**config.mk**
```make
export PLATFORM = sky130hd
export DESIGN_NAME = uart_tx_fifo
export DESIGN_NICKNAME = d
export VERILOG_FILES = /design/src/rtl/uart_pkg.sv /design/src/rtl/sync_fifo.sv /design/src/rtl/uart_tx_fifo.sv
export SDC_FILE = /design/constraint.sdc
export NUM_CORES = 1
export LEC_CHECK = 0
export ABC_CLOCK_PERIOD_IN_PS = 6800
export CORE_MARGIN = 3
export CORE_UTILIZATION = 23
export DETAILED_ROUTE_END_ITERATION = 8
export GPL_TIMING_DRIVEN = 0
export PLACE_DENSITY = 0.47
export SLEW_MARGIN = 20
export SYNTH_ARGS = -nofsm -noshare
export SYNTH_HDL_FRONTEND = slang
export SYNTH_SLANG_ARGS = --single-unit
```
**constraint.sdc**
```tcl
create_clock -name clk -period 6.8 [get_ports clk]
set_clock_uncertainty 0.15 [all_clocks]
set_input_delay 0.68 -clock clk [delete_from_list [all_inputs] [get_ports clk]]
set_output_delay 0.68 -clock clk [all_outputs]
set_load 0.01 [all_outputs]
```
**src/rtl/uart_pkg.sv**
```systemverilog
// ---------------------------------------------------------------------------
// uart_pkg
// Shared definitions for the memory-mapped UART transmitter:
//   - tx_state_t : transmitter FSM encoding
//   - ST_*       : bit positions of the flags inside status_out
//   - calc_div   : clocks per bit derived from clock and line rate
// ---------------------------------------------------------------------------
package uart_pkg;

  typedef enum logic [1:0] {
    IDLE  = 2'd0,
    START = 2'd1,
    DATA  = 2'd2,
    STOP  = 2'd3
  } tx_state_t;

  localparam int ST_EMPTY = 8;
  localparam int ST_FULL  = 9;
  localparam int ST_BUSY  = 10;
  localparam int ST_OVF   = 11;

  // Integer divide; clamped to 1 so a misconfigured rate still yields a
  // one-clock bit instead of a zero-width counter.
  function automatic int calc_div(input int clk_hz, input int baud);
    int d;
    d = clk_hz / baud;
    if (d < 1) begin
      d = 1;
    end else begin
      d = d;
    end
    return d;
  endfunction

endpackage

```
**src/rtl/sync_fifo.sv**
```systemverilog
// ---------------------------------------------------------------------------
// sync_fifo
// Single-clock FIFO. Head data (dout) is valid whenever empty is low.
// Ports:
//   clk, rst          clock, asynchronous active-high reset
//   push, din         write request and data (ignored when full unless a
//                     pop happens in the same cycle)
//   pop               remove head (ignored when empty)
//   dout              current head entry
//   count             occupancy, $clog2(DEPTH)+1 bits
//   full, empty       occupancy flags
// ---------------------------------------------------------------------------
module sync_fifo #(
  parameter int WIDTH = 8,
  parameter int DEPTH = 16
) (
  input  logic                     clk,
  input  logic                     rst,
  input  logic                     push,
  input  logic                     pop,
  input  logic [WIDTH-1:0]         din,
  output logic [WIDTH-1:0]         dout,
  output logic [$clog2(DEPTH):0]   count,
  output logic                     full,
  output logic                     empty
);

  localparam int AW = $clog2(DEPTH);
  localparam int CW = AW + 1;

  logic [WIDTH-1:0] mem [DEPTH];
  logic [AW-1:0]    wr_ptr;
  logic [AW-1:0]    rd_ptr;
  logic             push_ok;
  logic             pop_ok;

  assign full  = (count == CW'(DEPTH));
  assign empty = (count == CW'(0));
  assign dout  = mem[rd_ptr];

  // A push into a full FIFO is still legal when the head leaves this cycle.
  assign pop_ok  = pop && !empty;
  assign push_ok = push && (!full || pop_ok);

  // Storage array; contents need no reset because count gates visibility.
  always_ff @(posedge clk) begin
    if (push_ok) begin
      mem[wr_ptr] <= din;
    end
  end

  // Pointers wrap naturally since DEPTH is a power of two.
  always_ff @(posedge clk or posedge rst) begin
    if (rst) begin
      wr_ptr <= AW'(0);
      rd_ptr <= AW'(0);
      count  <= CW'(0);
    end else begin
      if (push_ok) begin
        wr_ptr <= wr_ptr + AW'(1);
      end
      if (pop_ok) begin
        rd_ptr <= rd_ptr + AW'(1);
      end
      case ({push_ok, pop_ok})
        2'b10:   count <= count + CW'(1);
        2'b01:   count <= count - CW'(1);
        default: count <= count;
      endcase
    end
  end

endmodule

```
**src/rtl/uart_tx_fifo.sv**
```systemverilog
// ---------------------------------------------------------------------------
// uart_tx_fifo
// Memory-mapped 8N1 UART transmitter with a byte FIFO.
// Ports:
//   clk         system clock
//   rst         asynchronous active-high reset (abandons any frame)
//   uart_we     decoded bus write strobe, one cycle per write
//   P_Data      write data: [7:0] byte, [31]=1 marks a command (clears ovf)
//   status_out  {20'b0, ovf, busy, full, empty, count[7:0]}
//   txd         serial line, idle high, registered
//   busy        frame in progress
// ---------------------------------------------------------------------------
module uart_tx_fifo
  import uart_pkg::*;
#(
  parameter int CLK_HZ     = 100_000_000,
  parameter int BAUD       = 115200,
  parameter int FIFO_DEPTH = 16
) (
  input  logic        clk,
  input  logic        rst,
  input  logic        uart_we,
  input  logic [31:0] P_Data,
  output logic [31:0] status_out,
  output logic        txd,
  output logic        busy
);

  localparam int DIV = calc_div(CLK_HZ, BAUD);
  localparam int BW  = (DIV > 1) ? $clog2(DIV) : 1;
  localparam int CW  = $clog2(FIFO_DEPTH) + 1;

  tx_state_t      state;
  tx_state_t      state_next;
  logic [BW-1:0]  baud_cnt;
  logic [BW-1:0]  baud_next;
  logic [2:0]     bit_idx;
  logic [2:0]     bit_next;
  logic [7:0]     shreg;
  logic [7:0]     shreg_next;
  logic           txd_next;
  logic           busy_next;
  logic           ovf;
  logic           bit_done;
  logic           pop;
  logic           cmd_wr;
  logic           data_wr;

  logic [7:0]     fifo_dout;
  logic [CW-1:0]  fifo_count;
  logic           fifo_full;
  logic           fifo_empty;

  assign cmd_wr   = uart_we && P_Data[31];
  assign data_wr  = uart_we && !P_Data[31];
  assign bit_done = (baud_cnt == BW'(DIV - 1));
  // Pop decision uses registered occupancy only, so a write into an empty
  // FIFO is seen one cycle later (no bypass path).
  assign pop      = (state == IDLE) && !fifo_empty;

  sync_fifo #(
    .WIDTH (8),
    .DEPTH (FIFO_DEPTH)
  ) u_fifo (
    .clk   (clk),
    .rst   (rst),
    .push  (data_wr),
    .pop   (pop),
    .din   (P_Data[7:0]),
    .dout  (fifo_dout),
    .count (fifo_count),
    .full  (fifo_full),
    .empty (fifo_empty)
  );

  // State register plus baud counter, bit index and shift register.
  always_ff @(posedge clk or posedge rst) begin
    if (rst) begin
      state    <= IDLE;
      baud_cnt <= BW'(0);
      bit_idx  <= 3'd0;
      shreg    <= 8'd0;
    end else begin
      state    <= state_next;
      baud_cnt <= baud_next;
      bit_idx  <= bit_next;
      shreg    <= shreg_next;
    end
  end

  // Next-state and datapath update; counter restarts on pop and bit edges.
  always_comb begin
    state_next = state;
    baud_next  = baud_cnt + BW'(1);
    bit_next   = bit_idx;
    shreg_next = shreg;
    case (state)
      IDLE: begin
        baud_next = BW'(0);
        if (pop) begin
          state_next = START;
          shreg_next = fifo_dout;
          bit_next   = 3'd0;
        end else begin
          state_next = IDLE;
        end
      end
      START: begin
        if (bit_done) begin
          state_next = DATA;
          baud_next  = BW'(0);
          bit_next   = 3'd0;
        end else begin
          state_next = START;
        end
      end
      DATA: begin
        if (bit_done) begin
          baud_next = BW'(0);
          bit_next  = bit_idx + 3'd1;
          if (bit_idx == 3'd7) begin
            state_next = STOP;
          end else begin
            state_next = DATA;
          end
        end else begin
          state_next = DATA;
        end
      end
      STOP: begin
        if (bit_done) begin
          state_next = IDLE;
          baud_next  = BW'(0);
        end else begin
          state_next = STOP;
        end
      end
      default: begin
        state_next = IDLE;
        baud_next  = BW'(0);
      end
    endcase
  end

  // Line level and busy for the upcoming cycle, derived from next state.
  always_comb begin
    txd_next  = 1'b1;
    busy_next = (state_next != IDLE);
    case (state_next)
      START:   txd_next = 1'b0;
      DATA:    txd_next = shreg_next[bit_next];
      default: txd_next = 1'b1;
    endcase
  end

  // Registered outputs and the sticky overflow flag.
  always_ff @(posedge clk or posedge rst) begin
    if (rst) begin
      txd  <= 1'b1;
      busy <= 1'b0;
      ovf  <= 1'b0;
    end else begin
      txd  <= txd_next;
      busy <= busy_next;
      if (cmd_wr) begin
        ovf <= 1'b0;
      end else if (data_wr && fifo_full && !pop) begin
        ovf <= 1'b1;
      end else begin
        ovf <= ovf;
      end
    end
  end

  always_comb begin
    status_out           = 32'd0;
    status_out[7:0]      = 8'(fifo_count);
    status_out[ST_EMPTY] = fifo_empty;
    status_out[ST_FULL]  = fifo_full;
    status_out[ST_BUSY]  = busy;
    status_out[ST_OVF]   = ovf;
  end

endmodule
```
==> flow_metrics.env, run 1 <==
export IMPL_synthCells=453
export IMPL_synth_cell_area_um2=7240
export IMPL_outcome="finished clean"
export IMPL_grt_first_pass_wirelength_um=23500
export IMPL_insertion_delay_ns=0.43
export IMPL_synth_top_flop_cell="edfxtp_1"
export IMPL_n_fill_cell=3099
export IMPL_grt_usage_pct=9.32
export IMPL_critPathMaxFanout=9
export IMPL_rows=64
export IMPL_worst_pin_slew_ns=0.929
export IMPL_m1WireLength_um=7130
export IMPL_final_period_utilization_pct=57.4
export IMPL_final_setup_viol_count=0
export IMPL_async_flop_share_pct=23.4
export IMPL_clock_fmax_mhz=256
export IMPL_cts_resized=0
export IMPL_yosysTopAreaCellShare_pct=53.1
export IMPL_rsz0062_at_grt="false"
export IMPL_yosys_warnings=0
export IMPL_ys_types=54
export IMPL_fin_nets=572
export IMPL_final_setup_tns_ns=0
export IMPL_hold_buffers=0
export IMPL_clk_root_buffer_cell="clkbuf_16"
export IMPL_grt_pass1_vias=4084
export IMPL_top_layer="met4"
export IMPL_setup_worst_path_class="reg -> reg"
export IMPL_cts_setup_buffers=0
export IMPL_final_max_slew_viol_count=0
export IMPL_layout_common_cells="edfxtp_1 (128), dfrtp_1 (38), nand2_1 (36)"
export IMPL_critPathRequiredTime_ns=6.95
export IMPL_r2r_cells=17
export IMPL_route_met2_wl_um=6930
export IMPL_clockBufferDepth=2
export IMPL_synth_seq_area_share_pct=66.5
export IMPL_cts_made_buffers=17
export IMPL_critPathArrivalTime_ns=4.05
export IMPL_cap_violations=0
export IMPL_hp_class="reg -> reg"
export IMPL_route_antenna_remaining_nets=0
export IMPL_gr_total_overflow=0
export IMPL_grt_max_degree=27
export IMPL_syn_avg_cell_area_um2=16.0
export IMPL_p_leak_nw=3.12
export IMPL_antenna_found_initial=0
export IMPL_die_height_um=183
export IMPL_drive_gt1_share_pct=25.7
export IMPL_clk_pin_slew_ns=0.06
export IMPL_place_hpwl_um=10400
export IMPL_numClockSinks=167
export IMPL_synth_edff_count=128
export IMPL_syn_to_final_growth_pct=20.4
export IMPL_diodes=0
export IMPL_start_util_pct=23.5
export IMPL_core_area_um2=30800
export IMPL_routabilityCongestion=0.749
export IMPL_synth_seq_cells=167
export IMPL_synth_largest_area_cell="edfxtp_1"
export IMPL_hold_viol=0
export IMPL_drcViolationCount=0
export IMPL_via_per_inst=4.16
export IMPL_cts_tree="built"
export IMPL_ir_drop_mv=0.177
export IMPL_critPathCaptureType="register"
export IMPL_start_kind="register"
export IMPL_drt_pass1_iter_count=6
export IMPL_fin_hold_ws_ns=0.329
export IMPL_p_per_area_nw_per_um2=337
export IMPL_ys_top_cells_by_area="edfxtp_1 (53%), dfrtp_1 (13%), mux4_2 (11%)"
export IMPL_drt_wl_total_um=14900
export IMPL_fin_crit_ns=3.90
export IMPL_wire_per_inst_um=16.0
export IMPL_layout_commonest_cell="edfxtp_1"
export IMPL_die_area_um2=33700
export IMPL_die_w_um=183
export IMPL_io_buffers=22
export IMPL_dr_wl_met3_um=713
export IMPL_dr_total_vias=3878
export IMPL_io_pin_count=69
export IMPL_cts_htree_levels=4
export IMPL_hold_depth=2
export IMPL_first_iter_violations=262
export IMPL_slew_limit_headroom_pct=37.8
-- sequential cells by signal, summed over array words and instances, names as in the netlist, 2 cells and up --
name and cells:
u_fifo.mem 128, baud_cnt 10, shreg 8, u_fifo.count 5, u_fifo.rd_ptr 4, u_fifo.wr_ptr 4, bit_idx 3, state 2
-- final cells by class --
cell class / instances / area (µm²) / share of cell area, %
Sequential cell: 167 / 4820 / 55.3
Tap cell: 396 / 495 / 5.68
Multi-Input combinational cell: 246 / 2200 / 25.2
Timing Repair Buffer: 31 / 290 / 3.33
Clock buffer: 18 / 429 / 4.92
Clock inverter: 13 / 136 / 1.56
Buffer: 48 / 300 / 3.44
Inverter: 14 / 52.6 / 0.602
-- stage by stage --
| stage | utilization [%] | setup slack (ns) | std cells | instance area, µm² | total power [mW] |
|---|---|---|---|---|---|
| floorplan | - | 3.57 | 475 | 7330 | 1.79 |
| global placement | 26.1 | 2.49 | 893 | 8040 | 1.99 |
| detailed placement | 26.5 | 2.87 | 902 | 8160 | 2.03 |
| CTS | 28.3 | 2.85 | 933 | 8720 | 2.97 |
| global route | 28.3 | 2.53 | 933 | 8720 | 3.09 |
| finish | 28.3 | 2.90 | 933 | 8720 | 2.94 |
-- cells by family (layout without fill, tap and decap cells) --
| logic type | count (synthesis) | in the layout | synth area share [%] |
|---|---|---|---|
| buf+inv | 62 | 124 | 4.87 |
| flops | 167 | 167 | 66.5 |
| fa+ha+maj | 12 | 12 | 2.07 |
| mux | 52 | 52 | 13.4 |
| simple gates | 103 | 103 | 7.31 |
| other cells | 1 | 23 | 0.0518 |
| compound gates | 36 | 36 | 3.37 |
| xor+xnor | 20 | 20 | 2.42 |
-- worst paths after layout --
| path | start | end | slack [ns] |
|---|---|---|---|
| worst max-delay path | u_fifo.count[2]$_DFFE_PP0P_ | u_fifo.count[4]$_DFFE_PP0P_ | 2.90 |
| worst min-delay path | shreg[7]$_DFF_PP0_ | shreg[7]$_DFF_PP0_ | 0.33 |
| worst max register to register | u_fifo.count[2]$_DFFE_PP0P_ | u_fifo.count[4]$_DFFE_PP0P_ | 2.90 |
| worst min register to register | shreg[7]$_DFF_PP0_ | shreg[7]$_DFF_PP0_ | 0.33 |
| max in group asynchronous | rst | txd$_DFF_PP1_ | 5.57 |
| min in group asynchronous | rst | baud_cnt[8]$_DFF_PP0_ | 0.40 |
-- critical path, stage by stage (launching register included) --
cell and delay [ns]:
dfrtp_1 0.38, buf_2 0.18, nor4_4 0.36, and2_1 0.22, nand2_1 0.05, and3b_1 0.20, clkbuf_1 0.22, inv_1 0.28
ha_1 0.20, clkbuf_1 0.32, xor2_1 0.19, ha_1 0.24, inv_1 0.06, o21ai_0 0.18, a21oi_1 0.10, a221oi_1 0.22
nor2_1 0.09, xor2_1 0.14
-- synth_stat cells (4+ instances only) --
library cell,count
dfrtp_1,38
edfxtp_1,128
mux4_2,35
nand3_1,6
buf_2,6
mux2i_1,9
clkbuf_1,11
mux2_2,8
nor4_1,4
xnor2_1,10
and2_1,5
a21oi_1,10
o21ai_0,9
nand2_1,36
nor3_1,6
nor2_1,23
buf_4,28
xor2_1,10
ha_1,12
inv_1,12
-- layer usage --
layer / vias to the layer above / global-route usage [%]
met4: 0 / 2.62
li1: 1800 / -
met1: 1982 / 12.6
met2: 86 / 14.6
met5: - / 0
met3: 10 / 2.75
-- power breakdown --
group / internal (mW) / switching, mW / leakage, nW / total [mW]
registers: 1.21 / 0.0843 / 1.64 / 1.30
logic: 0.334 / 0.368 / 1.20 / 0.702
clock network: 0.515 / 0.421 / 0.279 / 0.937
(Power assumes the default switching activity.)
==> run 2: changes to the inputs <==
- ABC_CLOCK_PERIOD_IN_PS: 6800 -> 3800
- clock period: 6.8 -> 3.8 ns (I/O delays scaled with it)
==> flow_metrics.env, run 2 (same netlist as run 1, synthesis figures left out) <==
export IMPL_wire_per_inst_um=16.0
export IMPL_reg_top3="u_fifo.mem (128), baud_cnt (10), shreg (8)"
export IMPL_outcome="finished clean"
export IMPL_final_max_slew_viol_count=0
export IMPL_die_area_um2=33700
export IMPL_grt_first_pass_wirelength_um=23500
export IMPL_first_iter_violations=280
export IMPL_cap_violations=0
export IMPL_io_pin_count=69
export IMPL_start_kind="register"
export IMPL_fin_nets=571
export IMPL_place_hpwl_um=10400
export IMPL_numClockSinks=167
export IMPL_critPathArrivalTime_ns=3.58
export IMPL_rows=64
export IMPL_drt_wl_total_um=14900
export IMPL_die_w_um=183
export IMPL_critPathMaxFanout=9
export IMPL_drt_pass1_iter_count=4
export IMPL_route_antenna_remaining_nets=0
export IMPL_design_area_um2=8730
export IMPL_top_register="u_fifo.mem"
export IMPL_antenna_found_initial=0
export IMPL_io_buffers=22
export IMPL_setup_worst_path_class="reg -> reg"
export IMPL_p_per_area_nw_per_um2=602
export IMPL_instances_no_fill=932
export IMPL_via_per_inst=4.13
export IMPL_cts_made_buffers=17
export IMPL_diodes=0
export IMPL_setup_ws_ns=0.371
export IMPL_dpl_instance_area_um2=8160
export IMPL_cts_htree_levels=4
export IMPL_slew_limit_headroom_pct=35.8
export IMPL_hold_buffers=0
export IMPL_layout_commonest_cell="edfxtp_1"
export IMPL_final_setup_viol_count=0
export IMPL_core_area_um2=30800
export IMPL_fin_hold_ws_ns=0.103
export IMPL_grt_max_degree=27
export IMPL_ir_drop_mv=0.315
export IMPL_largest_register_ffs=128
export IMPL_fin_crit_ns=3.43
export IMPL_cts_tree="built"
export IMPL_dpl_worst_slack_ns=-0.126
export IMPL_hp_class="in -> async"
export IMPL_dr_total_vias=3853
export IMPL_clk_pin_slew_ns=0.06
export IMPL_gr_total_overflow=0
export IMPL_final_period_utilization_pct=90.2
export IMPL_syn_to_final_growth_pct=20.4
export IMPL_grt_usage_pct=9.32
export IMPL_die_height_um=183
export IMPL_drcViolationCount=0
export IMPL_layout_common_cells="edfxtp_1 (128), dfrtp_1 (38), nand2_1 (36)"
export IMPL_hold_viol=0
export IMPL_worst_pin_slew_ns=0.959
export IMPL_clk_root_buffer_cell="clkbuf_16"
export IMPL_clock_fmax_mhz=292
export IMPL_insertion_delay_ns=0.43
export IMPL_final_setup_tns_ns=0
export IMPL_critPathCaptureType="register"
export IMPL_numPlacedInstances=902
export IMPL_routabilityCongestion=0.749
export IMPL_drive_gt1_share_pct=26.3
export IMPL_critPathRequiredTime_ns=3.95
export IMPL_p_leak_nw=3.12
export IMPL_grt_pass1_vias=4085
export IMPL_rsz0062_at_grt="false"
export IMPL_clockBufferDepth=2
export IMPL_start_util_pct=23.5
-- run 2: changes by cell type in the layout (fill, tap and decap cells not counted) --
cell / before / now
inv_1: 11 / 10
clkbuf_1: 12 / 10
ha_1: 12 / 11
buf_4: 32 / 33
inv_2: 3 / 4
ha_2: 0 / 1
-- run 2: power breakdown --
part | internal, mW | switching [mW] | total [mW]
registers | 2.17 | 0.151 | 2.32
logic | 0.599 | 0.659 | 1.26
clock network | 0.922 | 0.752 | 1.67
total | 3.69 | 1.56 | 5.25
-- run 2: per-layer routing --
metal	track usage, %	vias to the layer above	share of wire, %
li1	-	1801	-
met1	12.6	1963	48
met2	14.6	79	47
met3	2.75	10	4.1
met4	2.62	0	0.91
met5	0	-	0
-- run 2: critical path, stage by stage (launching register included) --
cell and delay [ns]:
dfrtp_1 0.38, buf_2 0.18, nor4_4 0.36, and2_1 0.22, nand2_1 0.05, and3b_1 0.32
inv_2 0.16, ha_2 0.29, xor2_1 0.17, ha_1 0.24, inv_1 0.06, o21ai_0 0.18
a21oi_1 0.10, a221oi_1 0.22, nor2_1 0.09, xor2_1 0.14
-- run 2: final timing paths --
kind,from,endpoint,slack (ns),cells after the start
setup / recovery,u_fifo.count[2]$_DFFE_PP0P_,u_fifo.count[4]$_DFFE_PP0P_,0.37,15
max in group asynchronous,rst,txd$_DFF_PP1_,2.87,3
hold / removal,rst,baud_cnt[8]$_DFF_PP0_,0.10,2
setup reg to reg,u_fifo.count[2]$_DFFE_PP0P_,u_fifo.count[4]$_DFFE_PP0P_,0.37,15
hold reg to reg,shreg[7]$_DFF_PP0_,shreg[7]$_DFF_PP0_,0.33,2
min in group clk,shreg[7]$_DFF_PP0_,shreg[7]$_DFF_PP0_,0.33,2
-- run 2: layout make-up --
cell class | instances | area, µm²
flip-flops and latches | 167 | 4820
clock inverters | 13 | 136
inverters | 14 | 52.6
multi-input cells | 246 | 2200
plain buffers | 46 | 293
repair buffers | 32 | 298
fillers | 3098 | 22100
well taps | 396 | 495
clock buffers | 18 | 429
-- run 2: through the flow --
stage | util, % | power, mW
2_1_floorplan | - | 3.21
3_3_place_gp | 26.1 | 3.57
3_5_place_dp | 26.5 | 3.64
4_1_cts | 28.3 | 5.32
5_1_grt | 28.3 | 5.53
6_report | 28.3 | 5.25
-- run 2: what timing repair did --
item / in CTS / in global routing
buffers inserted: 0 / 1
gates resized for setup: 1 / 1
endpoints found under the setup margin: 1 / 1
